## config.mk

```make
export PLATFORM = sky130hd
export DESIGN_NAME = bus_bank_arbiter
export DESIGN_NICKNAME = d
export VERILOG_FILES = /design/src/rtl/bus_bank_arbiter.sv
export SDC_FILE = /design/constraint.sdc
export NUM_CORES = 1
export LEC_CHECK = 0
export CAP_MARGIN = 10
export CORE_UTILIZATION = 37
export CTS_CLUSTER_SIZE = 8
export DETAILED_ROUTE_END_ITERATION = 10
export PLACE_DENSITY = 0.94
export SLEW_MARGIN = 25
export SYNTH_ARGS = -nofsm -noshare
export SYNTH_HDL_FRONTEND = slang
export SYNTH_SLANG_ARGS = --single-unit
```

## constraint.sdc

```tcl
create_clock -name clk_i -period 2.3 [get_ports clk_i]
set_clock_uncertainty 0.15 [all_clocks]
set_input_delay 0.46 -clock clk_i [delete_from_list [all_inputs] [get_ports clk_i]]
set_output_delay 0.46 -clock clk_i [all_outputs]
set_load 0.1 [all_outputs]
```

## src/rtl/bus_bank_arbiter.sv

```systemverilog
// rtl/bus_bank_arbiter.sv - round-robin arbiter loading one requester's payload into the bus register bank
module bus_bank_arbiter #(
  parameter int NREQ       = 4,
  parameter int GAP_CYCLES = 1,
  parameter int IDW        = 2
) (
  input  logic                 clk_i,
  input  logic                 rst_i,
  input  logic [NREQ-1:0]      req_i,
  input  logic [NREQ-1:0]      a_in_i,
  input  logic [4*NREQ-1:0]    b_in_i,
  input  logic [8*NREQ-1:0]    c_in_i,
  input  logic [32*NREQ-1:0]   d_in_i,
  output logic [NREQ-1:0]      ack_o,
  output logic                 load_o,
  output logic                 a_o,
  output logic [3:0]           b_o,
  output logic [7:0]           c_o,
  output logic [31:0]          d_o,
  output logic [IDW-1:0]       gnt_id_o,
  output logic                 busy_o
);

  // Static configuration checks.
  generate
    if (NREQ < 2 || NREQ > 8) begin : g_bad_nreq
      $error("bus_bank_arbiter: NREQ must be in 2..8");
    end
    if (GAP_CYCLES < 0 || GAP_CYCLES > 15) begin : g_bad_gap
      $error("bus_bank_arbiter: GAP_CYCLES must be in 0..15");
    end
    if (IDW != $clog2(NREQ)) begin : g_bad_idw
      $error("bus_bank_arbiter: IDW must equal clog2(NREQ)");
    end
  endgenerate

  typedef enum logic [1:0] {
    S_IDLE = 2'd0,
    S_LOAD = 2'd1,
    S_GAP  = 2'd2
  } state_t;

  localparam logic [IDW:0]   NREQ_W   = (IDW+1)'(NREQ);
  localparam logic [IDW-1:0] PTR_RST  = IDW'(NREQ - 1);
  localparam logic [3:0]     GAP_LAST = 4'(GAP_CYCLES - 1);

  state_t          state_q, state_d;
  logic [IDW-1:0]  ptr_q, ptr_d;
  logic [3:0]      gap_cnt_q, gap_cnt_d;
  logic [NREQ-1:0] ack_q, ack_d;
  logic            load_q, load_d;
  logic            a_q, a_d;
  logic [3:0]      b_q, b_d;
  logic [7:0]      c_q, c_d;
  logic [31:0]     d_q, d_d;
  logic [IDW-1:0]  gnt_q, gnt_d;
  logic            busy_q, busy_d;

  logic            found;
  logic [IDW-1:0]  win;
  logic [IDW:0]    cand;
  logic            a_sel;
  logic [3:0]      b_sel;
  logic [7:0]      c_sel;
  logic [31:0]     d_sel;

  // Round-robin search: first requester after the last winner, wrapping at NREQ.
  always_comb begin
    found = 1'b0;
    win   = ptr_q;
    cand  = '0;
    for (int i = 1; i <= NREQ; i++) begin
      cand = {1'b0, ptr_q} + (IDW+1)'(i);
      if (cand >= NREQ_W) begin
        cand = cand - NREQ_W;
      end
      if (!found && req_i[cand[IDW-1:0]]) begin
        found = 1'b1;
        win   = cand[IDW-1:0];
      end
    end
  end

  // Select the candidate winner's payload slices.
  always_comb begin
    a_sel = 1'b0;
    b_sel = '0;
    c_sel = '0;
    d_sel = '0;
    for (int j = 0; j < NREQ; j++) begin
      if (win == IDW'(j)) begin
        a_sel = a_in_i[j];
        b_sel = b_in_i[4*j +: 4];
        c_sel = c_in_i[8*j +: 8];
        d_sel = d_in_i[32*j +: 32];
      end
    end
  end

  // Next-state and registered-output logic; everything holds unless a transition says otherwise.
  always_comb begin
    state_d   = state_q;
    ptr_d     = ptr_q;
    gap_cnt_d = gap_cnt_q;
    ack_d     = '0;
    load_d    = 1'b0;
    a_d       = a_q;
    b_d       = b_q;
    c_d       = c_q;
    d_d       = d_q;
    gnt_d     = gnt_q;
    busy_d    = busy_q;
    case (state_q)
      S_IDLE: begin
        // Requests are only looked at here; the payload is frozen at this edge.
        if (found) begin
          state_d = S_LOAD;
          ack_d   = NREQ'(1) << win;
          load_d  = 1'b1;
          a_d     = a_sel;
          b_d     = b_sel;
          c_d     = c_sel;
          d_d     = d_sel;
          gnt_d   = win;
          ptr_d   = win;
          busy_d  = 1'b1;
        end
      end
      S_LOAD: begin
        if (GAP_CYCLES > 0) begin
          state_d   = S_GAP;
          gap_cnt_d = GAP_LAST;
        end else begin
          state_d = S_IDLE;
          busy_d  = 1'b0;
        end
      end
      S_GAP: begin
        if (gap_cnt_q == 4'd0) begin
          state_d = S_IDLE;
          busy_d  = 1'b0;
        end else begin
          gap_cnt_d = gap_cnt_q - 4'd1;
        end
      end
      default: begin
        state_d = S_IDLE;
        busy_d  = 1'b0;
      end
    endcase
  end

  // State and output registers; reset aborts any transaction immediately.
  always_ff @(posedge clk_i or posedge rst_i) begin
    if (rst_i) begin
      state_q   <= S_IDLE;
      ptr_q     <= PTR_RST;
      gap_cnt_q <= '0;
      ack_q     <= '0;
      load_q    <= 1'b0;
      a_q       <= 1'b0;
      b_q       <= '0;
      c_q       <= '0;
      d_q       <= '0;
      gnt_q     <= '0;
      busy_q    <= 1'b0;
    end else begin
      state_q   <= state_d;
      ptr_q     <= ptr_d;
      gap_cnt_q <= gap_cnt_d;
      ack_q     <= ack_d;
      load_q    <= load_d;
      a_q       <= a_d;
      b_q       <= b_d;
      c_q       <= c_d;
      d_q       <= d_d;
      gnt_q     <= gnt_d;
      busy_q    <= busy_d;
    end
  end

  assign ack_o    = ack_q;
  assign load_o   = load_q;
  assign a_o      = a_q;
  assign b_o      = b_q;
  assign c_o      = c_q;
  assign d_o      = d_q;
  assign gnt_id_o = gnt_q;
  assign busy_o   = busy_q;

endmodule
```

After elaboration in Yosys (flattened, before gate mapping)
Index checks and enable logic that the tools add are counted.
{"block": "word_totals", "reg_bits": 61, "latchBits": 0, "ramBits": 0, "romBits": 0, "out_inout_bits": 53, "elab_cells": 100, "memories": 0}
{"block": "op_classes", "n_addsub": 9, "mul": 0, "div": 0, "order_cmp": 8, "eq_ne": 8, "shift": 1, "mux": 48, "bitwise": 1, "n_reduce_logical": 14}
{"operator": "2-to-1 mux 32 bit", "n": 4}
{"operator": "2-to-1 mux 8 bit", "n": 4}
{"operator": "2-to-1 mux 4 bit", "n": 7}
{"operator": "2-to-1 mux 2 bit", "n": 10}
{"operator": "2-to-1 mux 1 bit", "n": 16}
{"operator": ">= comparator 3 bit, second input constant", "n": 4}
{"operator": "< comparator 2 x 3 -> 1 bit, second input constant", "n": 4}
{"operator": "binary-select mux 1 bit (select 2 bit)", "n": 4}
{"operator": "case mux 4 bit (2 select lines)", "n": 1}
{"operator": "subtractor 2 x 1 -> 2 bit, second input constant", "n": 4}
{"operator": "adder 2 x 2 -> 3 bit, second input constant", "n": 2}
{"operator": "equality test 2 bit, second input constant", "n": 3}
{"operator": "inequality test 2 bit, second input constant", "n": 3}
{"operator": "case mux 2 bit (3 select lines)", "n": 1}
{"operator": "AND reduction 2 bit", "n": 3}
{"operator": "equality test 2 x 1 -> 1 bit, second input constant", "n": 2}
{"operator": "zero test 2 bit", "n": 2}
{"operator": "zero test 4 bit", "n": 1}
{"operator": "left shift 1 x 2 -> 4 bit, first input constant", "n": 1}
{"operator": "subtractor 4 x 1 -> 4 bit, second input constant", "n": 1}
{"operator": "adder 2 x 1 -> 3 bit, second input constant", "n": 1}
{"operator": "adder 2 x 3 -> 3 bit, second input constant", "n": 1}
{"operator": "logical AND 1 bit", "n": 3}
{"operator": "zero test 1 bit", "n": 3}
{"operator": "4 further kinds", "n": 4}

Depth between registers and ports, before layout
Gate-level depths: netlist of the first run.
{"block": "depth", "ltp_word": 20, "ltp_mapped": 7}

Worst setup path before layout of the first run
Ideal clock, no wire load.
{"block": "synth_path", "path_kind": "register to register", "from": "register ptr_q[1]", "to": "register d_q[14], in the netlist d_o[14]", "t_arrival_ps": 1631, "required_ps": 2013, "slack_ps": 382, "path_stages_with_launch": 8, "synth_period_minus_slack_ps": 1918, "path_cell_list": "dfstp_2 buf_6 nand3b_1 a31oi_4 buf_8 buf_12 mux2i_1 o221ai_2"}
{"block": "synth_via", "elab_chain_cells": 20, "elab_cells_between_ends": 47, "classes_between": "add/sub: 8; order compare: 4; eq/ne: 3; mux: 24; reduce/logical: 8"}
{"item": "from (decl)", "line": "48", "rtl": "logic [IDW-1:0] ptr_q, ptr_d;"}
{"item": "from (signal assigned)", "line": "169", "rtl": "ptr_q <= ptr_d;"}
{"item": "adder 2 x 1 -> 3 bit", "line": "73", "rtl": "cand = {1'b0, ptr_q} + (IDW+1)'(i);"}
{"item": ">= comparator 3 bit / subtractor 2 x 1 -> 2 bit (equally long branches)", "line": "74, 75"}
{"item": "2-to-1 mux 2 bit", "line": "74", "rtl": "if (cand >= NREQ_W) begin"}
{"item": "binary-select mux 1 bit (select 2 bit)", "line": "77", "rtl": "if (!found && req_i[cand[IDW-1:0]]) begin"}
{"item": "2-to-1 mux 1 bit (implied by the code)", "line": "77"}
{"item": "2-to-1 mux 1 bit", "line": "77"}
{"item": "zero test 1 bit", "line": "77"}
{"item": "logical AND 1 bit", "line": "77"}
{"item": "2-to-1 mux 1 bit", "line": "77"}
{"item": "zero test 1 bit", "line": "77"}
{"item": "logical AND 1 bit", "line": "77"}
{"item": "2-to-1 mux 1 bit", "line": "77"}
{"item": "zero test 1 bit", "line": "77"}
{"item": "logical AND 1 bit", "line": "77"}
{"item": "2-to-1 mux 2 bit", "line": "77"}
{"item": "zero test 2 bit", "line": "91", "rtl": "if (win == IDW'(j)) begin"}
{"item": "2-to-1 mux 32 bit (4 in a row)", "line": "91"}
{"item": "to (signal assigned)", "line": "164", "rtl": "d_q <= '0;"}
{"item": "to (signal assigned)", "line": "176", "rtl": "d_q <= d_d;"}
{"item": "to (decl)", "line": "55", "rtl": "logic [31:0] d_q, d_d;"}
Parallel ways exist; a longest one is shown, timed or not. The select of a mux whose other input is x is not followed.
A chain may end at the register's enable or synchronous reset.

Final worst setup path of the first run
{"block": "layout_path", "from": "input port req_i[0]", "to": "register d_q[15], in the netlist d_o[15]"}
{"block": "layout_via", "elab_chain_cells": 17, "elab_cells_between_ends": 31, "classes_between": "eq/ne: 3; mux: 20; reduce/logical: 8"}
{"item": "from (decl)", "line": "9", "rtl": "input logic [NREQ-1:0] req_i,"}
{"item": "binary-select mux 1 bit (select 2 bit)", "line": "77"}
{"item": "2-to-1 mux 1 bit (implied by the code)", "line": "77"}
{"item": "2-to-1 mux 1 bit", "line": "77"}
{"item": "zero test 1 bit", "line": "77"}
{"item": "logical AND 1 bit", "line": "77"}
{"item": "2-to-1 mux 1 bit", "line": "77"}
{"item": "zero test 1 bit", "line": "77"}
{"item": "logical AND 1 bit", "line": "77"}
{"item": "2-to-1 mux 1 bit", "line": "77"}
{"item": "zero test 1 bit", "line": "77"}
{"item": "logical AND 1 bit", "line": "77"}
{"item": "2-to-1 mux 2 bit", "line": "77"}
{"item": "zero test 2 bit", "line": "91"}
{"item": "2-to-1 mux 32 bit (4 in a row)", "line": "91"}
Parallel ways exist; a longest one is shown, timed or not. The select of a mux whose other input is x is not followed.

==> flow_summary.yaml, run 1 <==
sta:
  worstMarginPinSlew_ps: 684.2
  finalSetupViolations: 0
  timing.final.crit_period_ps: 2116
  finalHoldViolations: 0
  max_freq_mhz: 472.7
  rsz0062_at_grt: "false"
  finalSetupTns_ps: 0
  period_share_pct: 91.99
  final_max_slew_viol_count: 0
  slew_headroom_pct: 53.67
synthesis:
  synth_top_area_share_pct: 40.48
  synth-adder-area-share_pct: 0.3431
  netlist_area_um2: 3647
  yosys.area_share.simple_pct: 8.302
  synthesis.nets: 505
  yosys_register_bits: 61
  synth_common_cells: "92 x mux2i_1, 59 x dfrtp_1, 53 x nand2_1, 33 x o221ai_1, 12 x o221ai_2"
  synth.area.top_cells: "dfrtp_1 40%, mux2i_1 25%, o221ai_1 7.9%"
  synthFlopType: "dfrtp_1"
  synth_top_family_by_area: "multiplexers"
  yosysSeqAreaShare_pct: 41.92
  muxShareOfSynthArea_pct: 25.25
  yosysWarnings: 0
  postSynthCellCount: 318
  ys_async_sr_fraction_pct: 100.0
  yosysMostFrequentCell: "mux2i_1"
  avgSynthCellArea_um2: 11.47
  synth-xor-area-share_pct: 0
  ys_types: 37
  yosys.area.top_type: "dfrtp_1"
  synth_compound_area_share_pct: 16.47
  synth_edf_count: 0
layout:
  fin_util_pct: 67.96
  layout-drive-gt1-share_pct: 21.28
  synthToLayoutAreaGrowth_pct: 75.44
  diodes: 0
  nets: 760
route:
  ant_nets: 0
  routedWlPerCell_um: 17.67
  drc: 0
  drtPass1Iterations: 6
  vias: 3706
  drt_first_iter_violations: 65
  drt-total-wl_mm: 12.50
  viasPerCell: 5.242
clocking:
  cts_tree: "built"
  post_cts_buffers: 0
  cts_inserted_buffers: 9
  ctsHoldBuffers: 0
  clkSinkCount: 61
  h-tree-depth: 3
  clock_latency_ps: 320
  clkTransAtPathRegs_ps: 80
  cts_root_buf: "clkbuf_8"
  cts_resized: 0
  cts.path.max_buffers: 2
floorplanning:
  ios: 239
  start_util_pct: 38.74
  core-area_um2: 9415
  fp.dieH_um: 101.3
  die_w_um: 101.3
  dieArea_um2: 10260
  core.rowCount: 35
power:
  ir_worst_vdd_uv: 1276
  leakagePower_uw: 0.002966
  power.density_nw_per_um2: 1654
critical_path:
  path_max_fanout: 13
  critPathKind: "input port to register"
  worstSetupStartpointType: "input port"
  cp.required_ps: 2340
  worstPathArrival_ps: 2160
  cp-end-kind: "register"
global_route:
  antenna_found_initial: 0
  overflow: 0
  grt_pass1_vias: 4167
  grt_max_degree: 27
  globalRouteTotalUtil_pct: 24.53
  grt_pass1_wl_mm: 19.39
place:
  gp_congestion: 0.8165
  hpwl_mm: 10.07
  port_buffers: 238
flow_run:
  max-cap-violations: 0
run_status:
  status: "finished, final reports clean"
hold_path:
  hold_class: "input port to asynchronous set/reset pin"
cell type report:
class / instances / area [um2]
fillers: 692 / 3017
repair buffers: 270 / 2615
multi-input cells: 223 / 1838
flip-flops and latches: 61 / 1529
well taps: 129 / 161.4
clock buffers: 10 / 137.6
clock inverters: 6 / 86.33
inverters: 8 / 31.28
metal layers:
metal	up-vias	global-route usage, %	wire length (um)
met1	1779	24.77	4441
li1	1706	-	-
met3	29	5.590	953
met5	-	0	0
met2	192	47.83	6798
met4	0	10.59	303
placed cells by master, fill, tap and decap left out, types with 3 or more instances in the layout:
| cell | Yosys | routed |
|---|---|---|
| buf_4 | 0 | 75 |
| buf_12 | 5 | 10 |
| o221ai_1 | 33 | 33 |
| clkinv_2 | 1 | 3 |
| o221ai_2 | 12 | 12 |
| mux2i_1 | 92 | 92 |
| a21o_1 | 4 | 4 |
| clkdlybuf4s50_1 | 0 | 185 |
| dfrtp_1 | 59 | 59 |
| nor2_1 | 4 | 4 |
| nand2b_1 | 3 | 3 |
| inv_1 | 6 | 5 |
| nand2_1 | 53 | 53 |
| clkbuf_8 | 0 | 10 |
sequential cells by signal, summed over array words and instances (netlist names):
name       flops
a_o            1
ack_o          4
b_o            4
busy_o         1
c_o            8
d_o           32
gap_cnt_q      4
gnt_id_o       2
load_o         1
ptr_q          2
state_q        2
worst paths after layout:
check	from	end	slack (ps)	depth (start not counted)
max	req_i[0]	d_o[15]	180	7
min reg2reg	gnt_id_o[1]	gnt_id_o[1]	350	2
max in group asynchronous	rst_i	d_o[16]	1180	3
max reg2reg	ptr_q[1]	d_o[15]	230	6
min in group clk_i	gnt_id_o[1]	gnt_id_o[1]	350	2
min	rst_i	d_o[4]	320	2
power by group:
part | internal, uW | leakage [uW] | switching (uW)
sequential | 1600 | 0.000756 | 332
clock | 638 | 0.000112 | 429
combinational | 2390 | 0.00210 | 5200
total | 4630 | 0.00297 | 5960
critical path, cell delays in order:
cell and delay, ps:
clkdlybuf4s50_1 470, a21o_1 230, a31oi_4 260, buf_12 190, buf_12 160, mux2i_1 230, o221ai_1 150
through the flow:
stage / hold slack, ps / setup WS [ps] / total power (uW) / area [um2] / instances
floorplan: 337.8 / 180.3 / 7616 / 3647 / 318
global placement: 312.2 / -55.52 / 9358 / 6175 / 691
detailed placement: 331.2 / -156.4 / 9557 / 6175 / 691
CTS: 322.2 / 188.1 / 10660 / 6399 / 707
global route: 346.8 / 100.7 / 11080 / 6399 / 707
finish: 318.9 / 184.3 / 10590 / 6399 / 707
kinds of logic (layout without fill, tap and decap cells):
logic type,after synthesis,after routing
adders and majority gates,1,1
AOI/OAI and AO/OA,61,61
and+or+nand+nor,69,69
DFF,61,61
muxes,92,92
buffers and inverters,34,294
Note: power is estimated with default switching activity, not from simulation.
==> run 2, diff against run 1 <==
--- a/config.mk
+++ b/config.mk
@@ -6,6 +6,7 @@
 export NUM_CORES = 1
 export LEC_CHECK = 0
 export CAP_MARGIN = 10
+export CORE_MARGIN = 8
 export CORE_UTILIZATION = 37
 export CTS_CLUSTER_SIZE = 8
 export DETAILED_ROUTE_END_ITERATION = 10
==> flow_summary.yaml, run 2 (synthesis gave the netlist of run 1 again) <==
critical_path:
  reg2reg_from: "ptr_q[1]"
  worstPathArrival_ps: 2160
  r2r_end: "d_o[16]"
  r2r_setup_slack_ps: 190
  worstSetupStartpointType: "input port"
  rr_worst_depth: 6
  path_max_fanout: 14
  critPathCapture: "d_o[16]"
  crit_start: "req_i[0]"
  critPathKind: "input port to register"
  cp.required_ps: 2340
  cp-end-kind: "register"
sta:
  timing.final.crit_period_ps: 2116
  slew_headroom_pct: 57.15
  setup_slack_ps: 184.3
  worstMarginPinSlew_ps: 632.7
  rsz0062_at_grt: "false"
  final_max_slew_viol_count: 0
  max_freq_mhz: 472.7
  finalSetupViolations: 0
  finalHoldViolations: 0
  period_share_pct: 91.99
layout:
  nets: 762
  synthToLayoutAreaGrowth_pct: 75.06
  final_common_cell: "clkdlybuf4s50_1"
  diodes: 0
  fin_util_pct: 65.93
  largest_reg_flops: 32
  final_cell_mix: "185 x clkdlybuf4s50_1, 92 x mux2i_1, 81 x buf_4"
  layout-drive-gt1-share_pct: 21.21
power:
  power.density_nw_per_um2: 1668
  ir_worst_vdd_uv: 1138
  leakagePower_uw: 0.002964
route:
  routedWlPerCell_um: 19.32
  drt-total-wl_mm: 13.77
  viasPerCell: 5.153
  vias: 3674
  drt_first_iter_violations: 152
  drc: 0
  ant_nets: 0
  drtPass1Iterations: 4
place:
  port_buffers: 238
  post-place-ws_ps: -150.6
  gp_congestion: 0.8788
  hpwl_mm: 11.36
floorplanning:
  core.rowCount: 36
  die_w_um: 115.3
  ios: 239
  fp.dieH_um: 115.3
  start_util_pct: 37.66
  core-area_um2: 9684
  dieArea_um2: 13290
clocking:
  post_cts_buffers: 0
  cts_root_buf: "clkbuf_8"
  clkTransAtPathRegs_ps: 70
  cts_resized: 0
  clkSinkCount: 61
  h-tree-depth: 3
  ctsHoldBuffers: 0
  cts.path.max_buffers: 2
  clock_latency_ps: 330
  cts_tree: "built"
  cts_inserted_buffers: 9
global_route:
  grt_pass1_vias: 4230
  grt_pass1_wl_mm: 20.87
  overflow: 0
  globalRouteTotalUtil_pct: 20.03
  antenna_found_initial: 0
  grt_max_degree: 33
hold_path:
  hold_class: "input port to asynchronous set/reset pin"
run_status:
  status: "finished, final reports clean"
flow_run:
  max-cap-violations: 0
[run 2: cell count changes in the layout (fill, tap and decap cells not counted), sizes merged]
cell	delta
clkbuf	+2
clkinvlp	-1
bufinv	+1
clkinv	-2
buf	+2
[run 2: how the worst min path moves through the flow]
stage          cells after the start         start  slack (ps)            to
4_1_cts                            2         rst_i         170        d_o[0]
5_1_grt                            2         rst_i         190        d_o[2]
6_report                           2         rst_i         180        d_o[2]
3_3_place_gp                       2        b_o[2]         320        b_o[2]
2_1_floorplan                      1  gap_cnt_q[0]         340  gap_cnt_q[0]
3_5_place_dp                       2        c_o[1]         330        c_o[1]
[run 2: per-layer routing]
metal / part of all wire (%) / global-route usage, % / wire, um
met3: 9.8 / 7.668 / 1354
met5: 0 / 0 / 0
met4: 1.6 / 7.180 / 223
met1: 37 / 20.39 / 5111
met2: 51 / 36.48 / 7084
[run 2: worst max-delay path, stage by stage]
cell and delay (ps):
clkdlybuf4s50_1 460, a21o_1 230, a31oi_4 230, buf_12 190
buf_12 170, mux2i_1 250, o221ai_1 150
[run 2: cell type report]
type	count	area [um2]
timing repair buffer	272	2580
tap	133	166.4
clock buffer	12	145.1
fill	725	3299
multi-input combinational	223	1838
inverter	8	31.28
clock inverter	4	95.09
sequential	61	1529
[run 2: power breakdown]
group | total (uW) | internal (uW) | leakage, uW | switching (uW)
sequential | 1920 | 1600 | 0.000756 | 322
clock | 1170 | 750 | 0.000121 | 418
combinational | 7570 | 2360 | 0.00209 | 5200
[run 2: metrics by stage]
step                      instances  total power, uW  hold slack [ps]  TNS, ps  area [um2]
final                           713            10650            175.5        0        6385
after floorplan                 318             7616            337.8        0        3647
after detailed placement        697             9542            328.9    -3473        6145
after CTS                       713            10730            166.1        0        6385
after global placement          697             9351            320.2   -925.8        6145
after global routing            713            11120            191.6        0        6385
==> run 3, diff against run 2 <==
--- a/config.mk
+++ b/config.mk
@@ -11,7 +11,7 @@
 export CTS_CLUSTER_SIZE = 8
 export DETAILED_ROUTE_END_ITERATION = 10
 export PLACE_DENSITY = 0.94
-export SLEW_MARGIN = 25
+export SLEW_MARGIN = 20
 export SYNTH_ARGS = -nofsm -noshare
 export SYNTH_HDL_FRONTEND = slang
 export SYNTH_SLANG_ARGS = --single-unit
==> results of run 3 <==
The final DEF is identical to that of run 2; final timing and power are the same.
